==> src/rtl/mul_round_n_if.sv <==
// Stream bundle for mul_round_n: the input sample with its per-channel
// coefficients on one side, the scaled results and overflow flags on the other.
interface mul_round_n_if #(
    parameter int DIN_W  = 12,
    parameter int COEF_W = 12,
    parameter int DOUT_W = 16,
    parameter int NCH    = 2
);
    logic                    in_valid;
    logic                    in_ready;
    logic signed [DIN_W-1:0] din;
    logic [NCH*COEF_W-1:0]   coef;
    logic                    out_valid;
    logic                    out_ready;
    logic [NCH*DOUT_W-1:0]   dout;
    logic [NCH-1:0]          sat_evt;

    modport master (
        output in_valid, din, coef, out_ready,
        input  in_ready, out_valid, dout, sat_evt
    );

    modport slave (
        input  in_valid, din, coef, out_ready,
        output in_ready, out_valid, dout, sat_evt
    );
endinterface

==> src/rtl/mul_round_n.sv <==
// N-channel signed multiplier: one shared sample times NCH coefficients,
// each product scaled by SHIFT with optional round-half-away-from-zero and
// saturation. Three stages (capture, multiply, scale) advance in lockstep.

// One channel: coefficient capture, full-precision product, scale/round/clamp.
module mul_round_n_lane #(
    parameter int DIN_W  = 12,
    parameter int COEF_W = 12,
    parameter int DOUT_W = 16,
    parameter int SHIFT  = 8,
    parameter int RND    = 1,
    parameter int SAT    = 1
) (
    input  logic                     clk,
    input  logic                     rst_n,
    input  logic                     en,
    input  logic                     out_fire,
    input  logic                     sat_clr,
    input  logic signed [DIN_W-1:0]  din_s1,
    input  logic signed [COEF_W-1:0] coef_in,
    output logic signed [DOUT_W-1:0] dout,
    output logic                     sat_evt,
    output logic                     sat_sticky
);
    localparam int PW = DIN_W + COEF_W;
    // One spare bit so the rounding increment can never wrap.
    localparam int RW = PW - SHIFT + 1;

    logic signed [COEF_W-1:0] coef_q, coef_d;
    logic signed [PW-1:0]     prod_q, prod_d;
    logic signed [DOUT_W-1:0] dout_q, dout_d;
    logic                     evt_q, evt_d;
    logic                     sticky_q, sticky_d;

    logic signed [PW-1:0]     din_ext, coef_ext;
    logic signed [RW-1:0]     trunc, rsum;
    logic                     rnd_inc;
    logic signed [DOUT_W-1:0] res;
    logic                     ovf;

    assign din_ext  = {{COEF_W{din_s1[DIN_W-1]}}, din_s1};
    assign coef_ext = {{DIN_W{coef_q[COEF_W-1]}}, coef_q};

    // Arithmetic shift, sign bit duplicated into the spare MSB.
    assign trunc = {prod_q[PW-1], prod_q[PW-1:SHIFT]};

    // Guard bit set rounds up, except an exact negative tie which floor already
    // moved away from zero.
    generate
        if (RND != 0 && SHIFT > 1) begin : g_rnd
            assign rnd_inc = prod_q[SHIFT-1] & (~prod_q[PW-1] | (|prod_q[SHIFT-2:0]));
        end else if (RND != 0 && SHIFT == 1) begin : g_rnd1
            assign rnd_inc = prod_q[0] & ~prod_q[PW-1];
        end else begin : g_nornd
            assign rnd_inc = 1'b0;
        end
    endgenerate

    assign rsum = trunc + {{(RW-1){1'b0}}, rnd_inc};

    // Overflow exists only when the rounded value is wider than the output.
    generate
        if (RW > DOUT_W) begin : g_sat
            logic hi, lo;
            assign hi  = ~rsum[RW-1] &  (|rsum[RW-2:DOUT_W-1]);
            assign lo  =  rsum[RW-1] & ~(&rsum[RW-2:DOUT_W-1]);
            assign ovf = hi | lo;
            assign res = (SAT != 0 && hi) ? {1'b0, {(DOUT_W-1){1'b1}}} :
                         (SAT != 0 && lo) ? {1'b1, {(DOUT_W-1){1'b0}}} :
                         rsum[DOUT_W-1:0];
        end else begin : g_ext
            assign ovf = 1'b0;
            assign res = DOUT_W'(rsum);
        end
    endgenerate

    // Stage data moves only with the shared enable; sticky set beats clear.
    always_comb begin
        coef_d = coef_q;
        prod_d = prod_q;
        dout_d = dout_q;
        evt_d  = evt_q;
        if (en) begin
            coef_d = coef_in;
            prod_d = din_ext * coef_ext;
            dout_d = res;
            evt_d  = ovf;
        end
        sticky_d = (sticky_q & ~sat_clr) | (out_fire & evt_q);
    end

    // Channel state, cleared asynchronously.
    always_ff @(posedge clk or negedge rst_n) begin
        if (!rst_n) begin
            coef_q   <= '0;
            prod_q   <= '0;
            dout_q   <= '0;
            evt_q    <= 1'b0;
            sticky_q <= 1'b0;
        end else begin
            coef_q   <= coef_d;
            prod_q   <= prod_d;
            dout_q   <= dout_d;
            evt_q    <= evt_d;
            sticky_q <= sticky_d;
        end
    end

    assign dout       = dout_q;
    assign sat_evt    = evt_q;
    assign sat_sticky = sticky_q;
endmodule

// Top: shared valid pipeline and sample capture, one lane per channel.
module mul_round_n #(
    parameter int DIN_W  = 12,
    parameter int COEF_W = 12,
    parameter int DOUT_W = 16,
    parameter int NCH    = 2,
    parameter int SHIFT  = 8,
    parameter int RND    = 1,
    parameter int SAT    = 1
) (
    input  logic           clk,
    input  logic           rst_n,
    mul_round_n_if.slave   bus,
    input  logic           sat_clr,
    output logic [NCH-1:0] sat_sticky
);
    localparam int STAGES = 3;

    logic [STAGES:1]            vld_pipe_q, vld_pipe_d;
    logic [STAGES:0]            vld_pipe;
    logic signed [DIN_W-1:0]    din_q, din_d;
    logic                       en, out_fire;
    logic [NCH-1:0][DOUT_W-1:0] dout_w;
    logic [NCH-1:0]             evt_w, sticky_w;

    assign vld_pipe = {vld_pipe_q, bus.in_valid};
    // Whole pipe stalls only when a held output is not being taken.
    assign en       = bus.out_ready | ~vld_pipe_q[STAGES];
    assign out_fire = vld_pipe_q[STAGES] & bus.out_ready;

    // Valids shift and the sample is captured together on enable.
    always_comb begin
        vld_pipe_d = vld_pipe_q;
        din_d      = din_q;
        if (en) begin
            vld_pipe_d = vld_pipe[STAGES-1:0];
            din_d      = bus.din;
        end
    end

    // Valid pipe and sample register; reset drops everything in flight.
    always_ff @(posedge clk or negedge rst_n) begin
        if (!rst_n) begin
            vld_pipe_q <= '0;
            din_q      <= '0;
        end else begin
            vld_pipe_q <= vld_pipe_d;
            din_q      <= din_d;
        end
    end

    for (genvar k = 0; k < NCH; k++) begin : g_lane
        mul_round_n_lane #(
            .DIN_W (DIN_W),
            .COEF_W(COEF_W),
            .DOUT_W(DOUT_W),
            .SHIFT (SHIFT),
            .RND   (RND),
            .SAT   (SAT)
        ) u_lane (
            .clk       (clk),
            .rst_n     (rst_n),
            .en        (en),
            .out_fire  (out_fire),
            .sat_clr   (sat_clr),
            .din_s1    (din_q),
            .coef_in   (bus.coef[k*COEF_W +: COEF_W]),
            .dout      (dout_w[k]),
            .sat_evt   (evt_w[k]),
            .sat_sticky(sticky_w[k])
        );
    end

    assign bus.in_ready  = en;
    assign bus.out_valid = vld_pipe_q[STAGES];
    assign bus.dout      = dout_w;
    assign bus.sat_evt   = evt_w;
    assign sat_sticky    = sticky_w;
endmodule

==> src/flat_wrapper.sv <==
// flat-port wrapper written by rule: the top's interface ports become plain ports
module mul_round_n_flat 
#(
    parameter int DIN_W  = 12,
    parameter int COEF_W = 12,
    parameter int DOUT_W = 16,
    parameter int NCH    = 2,
    parameter int SHIFT  = 8,
    parameter int RND    = 1,
    parameter int SAT    = 1
)
  (clk, rst_n, sat_clr, sat_sticky, bus_in_valid, bus_din, bus_coef, bus_out_ready, bus_in_ready, bus_out_valid, bus_dout, bus_sat_evt);
  mul_round_n_if #(.DIN_W(DIN_W), .COEF_W(COEF_W), .DOUT_W(DOUT_W), .NCH(NCH)) bus_i ();
  input  logic clk;
  input  logic rst_n;
  input  logic sat_clr;
  output logic [NCH-1:0] sat_sticky;
  input wire logic [$bits(bus_i.in_valid)-1:0] bus_in_valid;
  input wire logic [$bits(bus_i.din)-1:0] bus_din;
  input wire logic [$bits(bus_i.coef)-1:0] bus_coef;
  input wire logic [$bits(bus_i.out_ready)-1:0] bus_out_ready;
  output wire logic [$bits(bus_i.in_ready)-1:0] bus_in_ready;
  output wire logic [$bits(bus_i.out_valid)-1:0] bus_out_valid;
  output wire logic [$bits(bus_i.dout)-1:0] bus_dout;
  output wire logic [$bits(bus_i.sat_evt)-1:0] bus_sat_evt;
  assign bus_i.in_valid = bus_in_valid;
  assign bus_i.din = bus_din;
  assign bus_i.coef = bus_coef;
  assign bus_i.out_ready = bus_out_ready;
  assign bus_in_ready = bus_i.in_ready;
  assign bus_out_valid = bus_i.out_valid;
  assign bus_dout = bus_i.dout;
  assign bus_sat_evt = bus_i.sat_evt;
  mul_round_n #(.DIN_W(DIN_W), .COEF_W(COEF_W), .DOUT_W(DOUT_W), .NCH(NCH), .SHIFT(SHIFT), .RND(RND), .SAT(SAT)) u_core (.clk(clk), .rst_n(rst_n), .bus(bus_i), .sat_clr(sat_clr), .sat_sticky(sat_sticky));
endmodule
==> config.mk <==
export PLATFORM = sky130hd
export DESIGN_NAME = mul_round_n_flat
export DESIGN_NICKNAME = d
export VERILOG_FILES = /design/src/rtl/mul_round_n_if.sv /design/src/rtl/mul_round_n.sv /design/src/flat_wrapper.sv
export SDC_FILE = /design/constraint.sdc
export NUM_CORES = 1
export LEC_CHECK = 0
export ABC_AREA = 1
export CORE_MARGIN = 4
export CORE_UTILIZATION = 60
export CTS_CLUSTER_SIZE = 28
export DETAILED_ROUTE_END_ITERATION = 10
export PLACE_DENSITY = 0.88
export SLEW_MARGIN = 20
export SYNTH_ARGS = -nofsm -noshare
export SYNTH_HDL_FRONTEND = slang
export SYNTH_HIERARCHICAL = 1
export SYNTH_SLANG_ARGS = --single-unit
==> constraint.sdc <==
create_clock -name clk -period 6.55 [get_ports clk]
set_clock_uncertainty 0.1 [all_clocks]
set_input_delay 1.6375 -clock clk [delete_from_list [all_inputs] [get_ports clk]]
set_output_delay 1.6375 -clock clk [all_outputs]
set_load 0.05 [all_outputs]
== Yosys cells after proc, flatten, opt, wreduce, memory -nomap -nowiden ==
Cells that the tools add are included.

* Reduce and logical (&&, ||, !) cells: 2
* Multiplexer cells: 4
* Add/subtract/negate cells: 2
* $mul: 2
* Bitwise logic cells: 26

{| class="wikitable"
|+ Operators with widths
! kind !! count
|-
| two-way mux 16 bit || 4
|-
| multiplier 12 x 12 -> 24 bit || 2
|-
| adder 16 x 2 -> 17 bit || 2
|-
| OR reduction 7 bit || 2
|-
| bitwise AND 1 bit || 11
|-
| inverter 1 bit || 8
|-
| OR 1 bit || 7
|}

* Output and inout bits: 38
* Word-level logic and storage cells: 48
* Flip-flop bits (word level): 123
* Input bits: 41

== Longest topological paths before layout ==
Gate-level depths: netlist (run 1).

* Depth after elaboration: 8
* Mapped depth: 25
* Mapped depth without buffers: 24

== By module ==
Netlist (run 1), hierarchy kept.

{| class="wikitable"
|+ Modules (own cells, without submodules)
! module !! sequential area each (um^2) !! times used !! cells an instance !! area an instance (um^2)
|-
| mul_round_n_lane (u_core.g_lane[0].u_lane) || 1,351.3 || 1 || 1,097 || 8,348.0
|-
| mul_round_n_lane (u_core.g_lane[1].u_lane) || 1,351.3 || 1 || 1,089 || 8,324.2
|-
| mul_round_n || 375.4 || 1 || 67 || 628.1
|}

== Least setup slack after synthesis (run 1) ==
No wires, ideal clock.

* Kind: reg2reg
* Start: register u_core.din_q[11]
* End: register u_core.g_lane[0].u_lane.prod_q[21]
* Setup time: 0.118 ns
* Data required time: 6.332 ns
* Cell stages (with the launch flop): 23
* Buffers on the path: 1
* Setup slack: 1.577 ns
* Period minus slack after synthesis: 4.973 ns
* Arrival time: 4.755 ns
* Cells stage by stage: dfrtp_1 > clkbuf_1 > nand2_1 > fa_1 > inv_1 > fa_1 > inv_1 > fa_1 > inv_1 > fa_1 > inv_1 > fa_1 > inv_1 > ha_1 > nand2_1 > nor2_1 > inv_1 > nor3_1 > nand2_1 > nand2_1 > nand2_1 > nand3_1 > nand2_1

* Cells in the longest elaborated chain, start to end: 1

{| class="wikitable"
|+ Ends and longest elaborated chain
! item !! RTL line !! source
|-
| from (decl) || mul_round_n.sv:134 || <nowiki>logic signed [DIN_W-1:0] din_q, din_d;</nowiki>
|-
| from (signal assigned) || mul_round_n.sv:161 || <nowiki>din_q <= din_d;</nowiki>
|-
| multiplier 12 x 12 -> 24 bit || mul_round_n.sv:85 || <nowiki>prod_d = din_ext * coef_ext;</nowiki>
|-
| to (signal assigned) || mul_round_n.sv:102 || <nowiki>prod_q <= prod_d;</nowiki>
|-
| to (decl) || mul_round_n.sv:30 || <nowiki>logic signed [PW-1:0] prod_q, prod_d;</nowiki>
|}

No other way between the ends.
A chain may end at the register's enable or synchronous reset.

== Worst setup path after layout (run 1) ==
* Start: register u_core.din_q[11]
* End: register u_core.g_lane[0].u_lane.prod_q[23]

The elaborated chain is that of the path after synthesis.

==> results of run 1 <==
## worst paths after layout
path	startpoint	to	slack (ns)	cells past startpoint
min in group asynchronous	rst_n	u_core/g_lane[1].u_lane/coef_q[9]$_DFFE_PN0P_	1.21	1
max	u_core/din_q[11]$_DFFE_PN0P_	u_core/g_lane[0].u_lane/prod_q[23]$_DFFE_PN0P_	0.86	20
max reg2reg	u_core/din_q[11]$_DFFE_PN0P_	u_core/g_lane[0].u_lane/prod_q[23]$_DFFE_PN0P_	0.86	20
min	u_core/vld_pipe_q[1]$_DFFE_PN0P_	u_core/vld_pipe_q[2]$_DFFE_PN0P_	0.38	2
min reg2reg	u_core/vld_pipe_q[1]$_DFFE_PN0P_	u_core/vld_pipe_q[2]$_DFFE_PN0P_	0.38	2
max in group asynchronous	rst_n	u_core/g_lane[0].u_lane/prod_q[18]$_DFFE_PN0P_	3.80	2
## cell usage after synthesis (4+ instances only)
cell type and count:
nor2_1 116, o21bai_1 7, inv_1 544, clkbuf_1 60, nand4_1 23, a21oi_2 6
nand2_1 660, nand3_1 98, ha_1 110, buf_2 9, a21oi_1 61, xnor2_1 11
or2_1 4, nand3_2 6, nor3_1 6, nand3b_1 13, nor2_2 4, buf_6 4
nand2_2 8, xor2_1 5, fa_1 276, o21ai_1 5, dfrtp_1 123, inv_2 8
nor4_1 4, or2_2 9, o21ai_0 55
## layout make-up
| type | count | area share |
|---|---|---|
| Multi-Input combinational cell | 1503 | 0.626 |
| Sequential cell | 123 | 0.163 |
| Inverter | 552 | 0.110 |
| Timing Repair Buffer | 93 | 0.0471 |
| Tap cell | 378 | 0.0250 |
| Clock buffer | 18 | 0.0227 |
| Clock inverter | 14 | 0.00721 |
## sequential cells by signal, indices dropped and copies added (netlist names)
register	cells
u_core/g_lane.u_lane/prod_q	48
u_core/din_q	12
u_core/g_lane.u_lane/dout	32
u_core/g_lane.u_lane/coef_q	24
u_core/g_lane.u_lane/sat_evt	2
u_core/vld_pipe_q	3
u_core/g_lane.u_lane/sat_sticky	2
## stage by stage
stage	instance area, sq um	instances	setup slack (ns)	hold slack, ns
final	18900	2681	0.861	0.377
after global placement	18300	2649	1.00	0.345
after CTS	18900	2681	0.890	0.375
after detailed placement	18300	2649	0.954	0.356
after global routing	18900	2681	0.541	0.379
after floorplan	17300	2253	1.58	0.335
## routing by layer
metal / vias to the layer above / global-route usage
met5: - / 0
met4: 0 / 0.167
met3: 235 / 0.0467
met2: 681 / 0.532
met1: 7074 / 0.350
li1: 6699 / -
## critical path, delay by kind of cell (launching register included)
kind,cells,cell delay [ns]
fa+ha+maj,6,3.17
flops,1,0.62
simple gates,9,1.00
buf+inv,5,0.66
## cells by family (layout without fill, tap and decap cells)
kind of cell,after synthesis,count (layout)
AO/OA/AOI/OAI,142,142
XOR/XNOR,16,16
adder cells (fa/ha/maj),386,386
buffers and inverters,627,677
flip-flops,123,123
AND/OR/NAND/NOR,959,959
==> out/results.ini, run 1 <==
[outcome]
status=completed

[routing]
wl_um=44500
vias_per_cell=5.48
drc=0
first_iter_violations=1204
dr_wl_met3_um=2870
first_pass_iters=8
wl_met1_um=16200
num_vias=14700
dr_wl_met2_um=22700
highest_layer=met4
wl_per_cell_um=16.6
postRouteAntennaNets=0

[sta]
setup_tns_ns=0
layout_min_cycle_time_ns=5.69
worst_pin_slew_ns=1.01
finalMaxSlewViolations=0
max-slew-margin-rel=0.328
rsz0062_at_grt=false
setup_viol=0
max_freq_ghz=0.176
period_share=0.869
hold_viol=0

[clock_network]
clkSinkCount=123
clock_latency_ns=0.42
cts.path.max_buffers=2
cts_hold_buf=0
h-tree-depth=4
path_clk_slew_ns=0.06
numCtsBuffers=17
cts_setup_buffers=0
cts_resized=0
cts_tree=done
cts_root_buffer=clkbuf_16

[global_route]
antenna_found_initial=0
grt_pass1_wl_um=75900
overflow=0
first_global_vias=16000
grt_max_degree=72
grt_usage=0.301

[synth]
synth_adder_area_share=0.399
synth-simple-area-share=0.232
syn_avg_cell_area_sq_um=7.68
ys_ff_latch=123
synth_edf_count=0
synth.area.top_cells=fa_1, dfrtp_1, nand2_1
syn_nets=2680
synthCells=2253
ys_warn_count=6
synth-xor-area-share=0.00810
yosysTopAreaCellShare=0.319
syn-cell-area_sq_mm=0.0173
async_reset_ff_frac=1.00
synth_compound_area_frac=0.0451
synth_top_family_by_area=adder cells
muxShareOfSynthArea=0
synth-seq-area-share=0.178
synth_area_leader_cell=fa_1
synth-main-ff-cell=dfrtp_1
synth_cell_types=39

[floorplanning]
die_x_um=178
dieHeight_um=178
die_area_sq_mm=0.0316
start_util=0.616
num_rows=61
ios=79
core_area_sq_mm=0.0281

[worst_hold_path]
hp-class=reg2reg

[critical_path]
critPathKind=reg2reg
cpPeakStageDelay_ns=0.64
arrival_ns=5.90
worst_path_max_delay_cell=fa_1
required_ns=6.76
crit_fanout=13
start_kind=flip-flop
cp-end-kind=flip-flop
crit_chain=buf_4 -> nand2_1 -> fa_1 -> inv_1 -> fa_1 -> fa_1 -> fa_1 -> inv_1 -> fa_1 -> inv_1 -> ha_1 -> nand2_1 -> inv_1 -> nand2_1 -> nor2_1 -> nand4_1 -> nand3_1 -> nand2_1 -> nand3_1 -> nand2_1

[cells_and_area]
layout-drive-gt1-share=0.0426
insertedDiodeCount=0
register_area_sq_mm=0.00308
area_growth_syn_to_layout_pct=9.29
post-route-util=0.673
fillCellCount=2219
final_nets=2717
multi_input_area_sq_mm=0.0118
final_cell_mix=nand2_1, inv_1, fa_1
final_common_cell=nand2_1

[run]
max-cap-violations=0

[placement]
io_buffers=78
dp_hpwl_um=34100
gp_congestion=0.921

Power of run 1 is not shown: default switching activity piles up to over one toggle a cycle in this logic, so the estimate is an artifact.
==> run 2, diff against run 1 <==
- CORE_MARGIN: 4 -> not set
- RECOVER_POWER: not set -> 100
==> run 2 against run 1 <==
  * The run now ends with max-capacitance violations, max-slew violations left
  * Via count hardly changed
  * Sequential cell count did not move
  * Final cell count about the same
  * Design area grew 0.18%
  * Clock-buffer cell count unchanged
  * Sequential share of layout area barely moved
  * Non-clock buffer count increased by 1
  * Routed wire length decreased by 0.61%
  * Maximum frequency is 1.2% lower
  * Worst setup slack lost 0.066 ns
  * First-iteration DRC count down 4.1%
  * Global-route usage grew 2.8 points
  * Critical path type is now in2reg
  * Critical endpoint is now u_core/g_lane[0].u_lane/prod_q[17]$_DFFE_PN0P_
  * Largest cell class unchanged
  * Highest routed layer unchanged
==> out/results.ini, run 2 (synthesis gave the netlist of run 1 again) <==
[outcome]
status=finished with violations
failed_checks=max-capacitance violations, max-slew violations

[routing]
num_vias=14700  ; +0.068%
wl_um=44200  ; -0.61%
wl_per_cell_um=16.5  ; -0.65%
postRouteAntennaNets=0  ; unchanged
drc=0  ; unchanged
first_iter_violations=1155  ; -4.1%
vias_per_cell=5.48  ; about the same
first_pass_iters=6  ; -2

[global_route]
antenna_found_initial=0  ; unchanged
grt_usage=0.329  ; +0.0278
first_global_vias=16000  ; -0.37%
overflow=0  ; unchanged
grt_pass1_wl_um=74700  ; -1.6%
grt_max_degree=87  ; +21%

[placement]
io_buffers=78  ; unchanged
dp_hpwl_um=33600  ; -1.5%
gp_congestion=0.943  ; +2.4%
placedCellCount=2650  ; +0.038%

[clock_network]
cts_tree=done
cts_hold_buf=0  ; unchanged
clock_latency_ns=0.44  ; +0.02 ns
cts_resized=0  ; unchanged
cts.path.max_buffers=2  ; unchanged
path_clk_slew_ns=0.07  ; about the same
numCtsBuffers=17  ; unchanged
cts_root_buffer=clkbuf_16
cts_setup_buffers=0  ; unchanged
h-tree-depth=4  ; unchanged
clkSinkCount=123  ; unchanged

[cells_and_area]
insertedDiodeCount=0  ; unchanged
post-route-util=0.674  ; +0.00120
largest-register=u_core/g_lane.u_lane/prod_q
final_nets=2718  ; +0.037%
instances_no_fill=2682  ; +0.037%
area_growth_syn_to_layout_pct=9.48
fillCellCount=2364  ; +6.5%
multi_input_area_sq_mm=0.0118  ; about the same
final_cell_mix=nand2_1, inv_1, fa_1
largest_reg_flops=48  ; unchanged
register_area_sq_mm=0.00308  ; unchanged
layout-drive-gt1-share=0.0408  ; -0.00175
final_common_cell=nand2_1

[sta]
max_freq_ghz=0.174  ; -1.2%
setup_tns_ns=0  ; unchanged
hold_viol=0  ; unchanged
max-slew-margin-rel=-1.51  ; -1.84
setup_viol=0  ; unchanged
period_share=0.879  ; +0.0101
layout_min_cycle_time_ns=5.76  ; +0.0663 ns
rsz0062_at_grt=false
finalMaxSlewViolations=238  ; +238
worst_pin_slew_ns=3.77  ; +2.76 ns

[critical_path]
cp-end-kind=flip-flop
start_kind=primary input
required_ns=6.77  ; about the same
worstRegToRegCells=18  ; -10%
critPathKind=in2reg
arrival_ns=5.98  ; +0.08 ns
crit_fanout=86  ; +73

[floorplanning]
dieHeight_um=172  ; -3.4%
die_area_sq_mm=0.0295  ; -6.6%
die_x_um=172  ; -3.4%
start_util=0.616  ; unchanged
core_area_sq_mm=0.0281  ; unchanged
ios=79  ; unchanged
num_rows=61  ; unchanged

[run]
max-cap-violations=4  ; +4

[worst_hold_path]
min_path_cells=2  ; unchanged
hp-class=reg2reg

## run 2: cell types whose count changed in the layout (fill, tap and decap cells not counted), moves of 2 or more
cell	before	now
inv_6	6	8
clkdlybuf4s50_1	77	38
buf_4	16	13
o21ai_1	5	3
o21ai_0	55	57
dlygate4sd3_1	0	39
clkinv_4	3	1
bufinv_16	1	3
clkinvlp_4	3	1
clkbuf_1	1	4
## run 2: worst max-delay path: stages
cell and delay [ns]:
dlygate4sd3_1 0.55, inv_1 0.23, nand2_4 0.12, clkbuf_1 1.47
clkbuf_2 1.46, nand3_1 0.28, o21ai_0 0.18
## run 2: layout make-up
cell class	instances	area share
multi-input combinational	1503	0.624
sequential	123	0.163
inverter	552	0.109
timing repair buffer	94	0.0467
tap	378	0.0250
clock buffer	18	0.0227
clock inverter	14	0.00958
## run 2: layer usage
layer / GRT usage / vias up / part of all wire
met2: 0.580 / 667 / 0.51
li1: - / 6699 / -
met4: 0.217 / 0 / 0.060
met5: 0 / - / 0
met3: 0.0578 / 228 / 0.073
met1: 0.364 / 7105 / 0.36
## run 2: worst paths after layout
path,from,end,slack [ns]
min in group asynchronous,rst_n,u_core/vld_pipe_q[3]$_DFFE_PN0P_,2.41
worst max-delay path,bus_out_ready,u_core/g_lane[0].u_lane/prod_q[17]$_DFFE_PN0P_,0.79
max in group asynchronous,rst_n,u_core/g_lane[1].u_lane/prod_q[23]$_DFFE_PN0P_,1.68
worst min-delay path,u_core/vld_pipe_q[1]$_DFFE_PN0P_,u_core/vld_pipe_q[2]$_DFFE_PN0P_,0.37
worst min register to register,u_core/vld_pipe_q[1]$_DFFE_PN0P_,u_core/vld_pipe_q[2]$_DFFE_PN0P_,0.37
worst max register to register,u_core/din_q[4]$_DFFE_PN0P_,u_core/g_lane[0].u_lane/prod_q[13]$_DFFE_PN0P_,0.84
## run 2: through the flow
stage	cell area [sq um]	worst slack (ns)	hold slack, ns
after floorplan	17300	1.58	0.335
after global placement	18300	1.11	0.345
after detailed placement	18300	0.981	0.367
after CTS	19000	0.953	0.379
after global routing	18900	0.443	0.395
final	18900	0.795	0.372
Power of run 2 is left out for the same reason.
==> run 3, diff against run 2 <==
- SETUP_SLACK_MARGIN: not set -> 0.02
==> results of run 3 <==
The final DEF is identical to that of run 2; final timing and power are the same.
Power of run 3 is left out for the same reason.
